## config.mk

```make
export PLATFORM = sky130hd
export DESIGN_NAME = multicycle_control
export DESIGN_NICKNAME = d
export VERILOG_FILES = /design/src/rtl/multicycle_control.sv
export SDC_FILE = /design/constraint.sdc
export NUM_CORES = 1
export LEC_CHECK = 0
export ABC_AREA = 0
export CELL_PAD_IN_SITES_DETAIL_PLACEMENT = 1
export CELL_PAD_IN_SITES_GLOBAL_PLACEMENT = 1
export CORE_MARGIN = 5
export CORE_UTILIZATION = 26
export CTS_BUF_LIST = sky130_fd_sc_hd__clkbuf_4 sky130_fd_sc_hd__clkbuf_8 sky130_fd_sc_hd__clkbuf_16
export CTS_CLUSTER_SIZE = 10
export DETAILED_ROUTE_END_ITERATION = 10
export HOLD_SLACK_MARGIN = 0.06
export PLACE_DENSITY_LB_ADDON = 0.1
export SLEW_MARGIN = 20
export SYNTH_ARGS = -nofsm -noshare
export SYNTH_HDL_FRONTEND = slang
export SYNTH_SLANG_ARGS = --single-unit
export TNS_END_PERCENT = 20
```

## constraint.sdc

```tcl
create_clock -name CLK -period 2.45 [get_ports CLK]
set_input_delay 0.49 -clock CLK [delete_from_list [all_inputs] [get_ports CLK]]
set_output_delay 0.49 -clock CLK [all_outputs]
set_load 0.01 [all_outputs]
```

## src/rtl/multicycle_control.sv

```systemverilog
// Multicycle RISC-V main controller: Moore FSM with per-state datapath controls,
// opcode-driven immediate select and ALU decoder.
module multicycle_control (
  input  logic       CLK,
  input  logic       RST_N,
  input  logic [6:0] OP,
  input  logic [2:0] FUNCT3,
  input  logic       FUNCT7B5,
  input  logic       ZERO,
  output logic       PCWRITE,
  output logic       ADRSRC,
  output logic       MEMWRITE,
  output logic       IRWRITE,
  output logic       REGWRITE,
  output logic [1:0] RESULTSRC,
  output logic [1:0] ALUSRCA,
  output logic [1:0] ALUSRCB,
  output logic [1:0] IMMSRC,
  output logic [2:0] ALUCONTROL,
  output logic [3:0] STATE,
  output logic       DONE,
  output logic       ILLEGAL
);

  typedef enum logic [3:0] {
    StFetch    = 4'd0,
    StDecode   = 4'd1,
    StMemAdr   = 4'd2,
    StMemRead  = 4'd3,
    StMemWb    = 4'd4,
    StMemWrite = 4'd5,
    StExecuteR = 4'd6,
    StExecuteI = 4'd7,
    StAluWb    = 4'd8,
    StBeq      = 4'd9,
    StJal      = 4'd10
  } state_e;

  typedef enum logic [1:0] {
    AluOpAdd  = 2'd0,
    AluOpSub  = 2'd1,
    AluOpFunc = 2'd2,
    AluOpNone = 2'd3
  } alu_op_e;

  localparam logic [6:0] OpLoad  = 7'b0000011;
  localparam logic [6:0] OpStore = 7'b0100011;
  localparam logic [6:0] OpRType = 7'b0110011;
  localparam logic [6:0] OpIType = 7'b0010011;
  localparam logic [6:0] OpBeq   = 7'b1100011;
  localparam logic [6:0] OpJal   = 7'b1101111;

  state_e  state_q, state_d;
  state_e  cur_st;
  alu_op_e alu_op;
  logic    illegal_op;

  always_ff @(posedge CLK) begin
    if (!RST_N) begin
      state_q <= StFetch;
    end else begin
      state_q <= state_d;
    end
  end

  assign illegal_op = !(OP inside {OpLoad, OpStore, OpRType, OpIType, OpBeq, OpJal});

  always_comb begin
    state_d = StFetch;
    case (state_q)
      StFetch:  state_d = StDecode;
      StDecode: begin
        case (OP)
          OpLoad, OpStore: state_d = StMemAdr;
          OpRType:         state_d = StExecuteR;
          OpIType:         state_d = StExecuteI;
          OpBeq:           state_d = StBeq;
          OpJal:           state_d = StJal;
          default:         state_d = StFetch;
        endcase
      end
      StMemAdr:   state_d = (OP == OpLoad) ? StMemRead : StMemWrite;
      StMemRead:  state_d = StMemWb;
      StExecuteR: state_d = StAluWb;
      StExecuteI: state_d = StAluWb;
      default:    state_d = StFetch;
    endcase
  end

  // Reset presents FETCH selects with every enable held low.
  assign cur_st = RST_N ? state_q : StFetch;
  assign STATE  = cur_st;

  always_comb begin
    PCWRITE   = 1'b0;
    ADRSRC    = 1'b0;
    MEMWRITE  = 1'b0;
    IRWRITE   = 1'b0;
    REGWRITE  = 1'b0;
    RESULTSRC = 2'b00;
    ALUSRCA   = 2'b00;
    ALUSRCB   = 2'b00;
    DONE      = 1'b0;
    ILLEGAL   = 1'b0;
    alu_op    = AluOpNone;
    case (cur_st)
      StFetch: begin
        IRWRITE   = 1'b1;
        ALUSRCB   = 2'b10;
        alu_op    = AluOpAdd;
        RESULTSRC = 2'b10;
        PCWRITE   = 1'b1;
      end
      StDecode: begin
        ALUSRCA = 2'b01;
        ALUSRCB = 2'b01;
        alu_op  = AluOpAdd;
        ILLEGAL = illegal_op;
      end
      StMemAdr: begin
        ALUSRCA = 2'b10;
        ALUSRCB = 2'b01;
        alu_op  = AluOpAdd;
      end
      StMemRead: ADRSRC = 1'b1;
      StMemWb: begin
        RESULTSRC = 2'b01;
        REGWRITE  = 1'b1;
        DONE      = 1'b1;
      end
      StMemWrite: begin
        ADRSRC   = 1'b1;
        MEMWRITE = 1'b1;
        DONE     = 1'b1;
      end
      StExecuteR: begin
        ALUSRCA = 2'b10;
        alu_op  = AluOpFunc;
      end
      StExecuteI: begin
        ALUSRCA = 2'b10;
        ALUSRCB = 2'b01;
        alu_op  = AluOpFunc;
      end
      StAluWb: begin
        REGWRITE = 1'b1;
        DONE     = 1'b1;
      end
      StBeq: begin
        ALUSRCA = 2'b10;
        alu_op  = AluOpSub;
        PCWRITE = ZERO;
        DONE    = 1'b1;
      end
      StJal: begin
        ALUSRCA = 2'b01;
        ALUSRCB = 2'b10;
        alu_op  = AluOpAdd;
        PCWRITE = 1'b1;
        DONE    = 1'b1;
      end
      default: ;
    endcase
    if (!RST_N) begin
      PCWRITE  = 1'b0;
      IRWRITE  = 1'b0;
      MEMWRITE = 1'b0;
      REGWRITE = 1'b0;
      DONE     = 1'b0;
      ILLEGAL  = 1'b0;
    end
  end

  always_comb begin
    case (OP)
      OpStore: IMMSRC = 2'b01;
      OpBeq:   IMMSRC = 2'b10;
      OpJal:   IMMSRC = 2'b11;
      default: IMMSRC = 2'b00;
    endcase
  end

  always_comb begin
    ALUCONTROL = 3'b000;
    case (alu_op)
      AluOpSub:  ALUCONTROL = 3'b001;
      AluOpFunc: begin
        case (FUNCT3)
          // Subtract only for R-type (OP[5]) with funct7[5] set.
          3'b000:  ALUCONTROL = (OP[5] && FUNCT7B5) ? 3'b001 : 3'b000;
          3'b010:  ALUCONTROL = 3'b101;
          3'b110:  ALUCONTROL = 3'b011;
          3'b111:  ALUCONTROL = 3'b010;
          default: ALUCONTROL = 3'b000;
        endcase
      end
      default: ALUCONTROL = 3'b000;
    endcase
  end

endmodule

```

==> flow_metrics.env <==
export IMPL_post_dp_hpwl_mm=2.25
export IMPL_slew_headroom=0.746
export IMPL_largestRegisters="state_q (4)"
export IMPL_crit_path_start_kind="register"
export IMPL_crit_type="register to output port"
export IMPL_ant_nets=0
export IMPL_synth_edf_count=0
export IMPL_timing_hold_ws_ns=0.642
export IMPL_largest_reg_flops=4
export IMPL_total_power_uw=277
export IMPL_post_synth_xor_area_fraction=0.0382
export IMPL_fmax_ghz=0.417
export IMPL_drtPass1Iterations=4
export IMPL_peakVddDrop_mv=0.138
export IMPL_setup_violations=0
export IMPL_tightest_slew_ns=0.381
export IMPL_drv_cap=0
export IMPL_synthSimpleGateAreaFrac=0.516
export IMPL_rows=18
export IMPL_setup_tns_ns=0
export IMPL_synth_flop_cell="dfxtp_1"
export IMPL_hold_class="register to register"
export IMPL_final_net_count=178
export IMPL_rsz0062_at_grt="yes"
export IMPL_cp_max_fo=6
export IMPL_yosysWarningCount=0
export IMPL_cts_tree="done"
export IMPL_syn_inst=97
export IMPL_synth_nets=113
export IMPL_initial_utilization=0.275
export IMPL_drive_gt1_frac=0.325
export IMPL_die_y_um=61.4
export IMPL_cts_made_buffers=3
export IMPL_clock_root_buffer="clkbuf_4"
export IMPL_largest_register="state_q"
export IMPL_avgSynthCellArea_um2=7.09
export IMPL_crit_top_cell="nor2_1"
export IMPL_antenna_cells=0
export IMPL_final_cells=190
export IMPL_htree_levels=1
export IMPL_cp_arrival_ns=1.91
export IMPL_pwr_density_cell_mw_per_mm2=208
export IMPL_crit_slowest_cell="dfxtp_2"
export IMPL_critPathMaxStageDelay_ns=0.34
export IMPL_synth_area_um2=688
export IMPL_worstSkewPairLatency_ns=0.23
export IMPL_dp_slack_ns=-0.458
export IMPL_vias=960
export IMPL_ys_ff_latch=4
export IMPL_setup_slack_ns=0.0523
export IMPL_fin_skew_ns=0.00173
export IMPL_grt_max_degree=13
export IMPL_wirelength_mm=2.65
export IMPL_grtUsageTotal=0.158
export IMPL_remaining_drc_errors=0
export IMPL_finalCriticalPeriod_ns=2.40
export IMPL_antenna_found_initial=0
export IMPL_synth_cell_types=38
export IMPL_first_global_vias=1034
export IMPL_area_growth_pct=93.1
export IMPL_cts_path_max_buffers=2
export IMPL_viasPerCell=5.05
export IMPL_grt_remaining_overflow=0
export IMPL_hold_violations=0
export IMPL_clock_sinks=4
export IMPL_cts_hold_buf=0
export IMPL_die_area_mm2=0.00378
export IMPL_grt_pass1_wl_mm=4.57
export IMPL_die_w_um=61.4
export IMPL_required_ns=1.96
export IMPL_muxShareOfSynthArea=0.0145
export IMPL_synth_top_cell_area_share=0.116
export IMPL_place_congestion=0.806
export IMPL_post_route_period_util=0.979
export IMPL_power_leakage_uw=0.000613
export IMPL_cp_end_kind="output port"
export IMPL_ioPinCount=36
export IMPL_synth_adder_area_share=0.0364
export IMPL_ys_seq_area_frac=0.116
export IMPL_core_mm2=0.00250
export IMPL_synth_area_leaders="dfxtp_1, nor2b_1, and2_1, nor3b_1, nor2_1"
export IMPL_synth_top_family_by_area="simple AND/OR/NAND/NOR gates"
export IMPL_avgRoutedWirePerCell_um=13.9
export IMPL_place_inst=187
export IMPL_async_flop_share=0
export IMPL_portBuffers=35
export IMPL_detail_route_iter0_violations=21
export IMPL_synth_compound_area_frac=0.218
export IMPL_outcome="finished, final reports clean"
export IMPL_synth_largest_area_cell="dfxtp_1"
export IMPL_path_clk_slew_ns=0.04
export IMPL_crit_chain="buf_4 -> nor2_1 -> nor2_1 -> o211ai_1 -> ha_1 -> nor2b_1 -> o21ai_0 -> a21oi_1 -> clkdlybuf4s15_2"
export IMPL_final_max_slew_viol_count=0
[cell usage after synthesis, types with 3 or more instances]
master / number
nor2b_1: 9
and2_1: 8
nor2_1: 7
nand2_1: 6
a21oi_1: 5
clkbuf_1: 5
dfxtp_1: 4
nor3b_1: 4
and3_1: 3
buf_2: 3
nand3b_1: 3
nor3_1: 3
o41ai_1: 3
or3b_1: 3
[kinds of logic after synthesis]
| family | count (synthesis) |
|---|---|
| adder cells (fa/ha/maj) | 2 |
| flip-flops | 4 |
| multiplexers | 1 |
| buffers and inverters | 10 |
| AO/OA/AOI/OAI | 21 |
| AND/OR/NAND/NOR | 56 |
| XOR/XNOR | 3 |
[layout by cell type, fill, tap and decap left out, types with 3 or more instances in the layout]
master / instances
nor2b_1: 7
nor3b_1: 4
clkbuf_2: 3
o41ai_1: 3
nand3b_1: 3
nor2_1: 6
a21oi_1: 5
and3_1: 3
clkdlybuf4s50_1: 22
clkbuf_4: 3
nand2_1: 6
dlymetal6s2s_1: 3
and2_1: 8
buf_4: 33
dlygate4sd2_1: 5
or3b_1: 3
[power by group]
part	switching (uW)	leakage (uW)	internal [uW]
Sequential	1.53	0.0000336	67.0
Combinational	52.6	0.000566	73.5
Clock	27.3	0.0000138	54.8
Total	81.5	0.000613	195
[critical path: cells and delay by family (launching register included)]
family                     cells  cell delay, ns
AOI/OAI and AO/OA              3            0.42
adders and majority gates      1            0.20
buffers and inverters          2            0.38
DFF                            1            0.34
and+or+nand+nor                3            0.33
[cell type report]
class	instances	area, um^2
Sequential cell	4	82.6
Clock buffer	3	22.5
Multi-Input combinational cell	83	598
Tap cell	30	37.5
Inverter	2	7.51
Fill cell	317	1170
Timing Repair Buffer	68	581
[per-stage QoR]
step	util	area, um^2
after floorplan	-	688
after global placement	0.516	1290
after detailed placement	0.516	1290
after CTS	0.524	1310
after global routing	0.532	1330
final	0.532	1330
[what timing repair did]
action	CTS	global route
buffers inserted	0	0
gates resized for setup	20	14
endpoints found under the setup margin	14	13
[layer usage]
metal  wire (um)  global-route usage  up-vias
met5           0                   0        -
met2        1340               0.284       30
met1        1110               0.189      441
met3         172              0.0294        2
met4          14              0.0455        0
li1            -                   -      487
[final timing paths]
check / start / to / slack [ns] / cells past startpoint
max: state_q[1]$_SDFF_PN0_ / ALUCONTROL[0] / 0.05 / 9
min: state_q[0]$_SDFF_PN0_ / state_q[0]$_SDFF_PN0_ / 0.64 / 2
max reg2reg: state_q[3]$_SDFF_PN0_ / state_q[1]$_SDFF_PN0_ / 0.94 / 5
min reg2reg: state_q[0]$_SDFF_PN0_ / state_q[0]$_SDFF_PN0_ / 0.64 / 2
No activity file was read; power rests on OpenSTA's default activity.
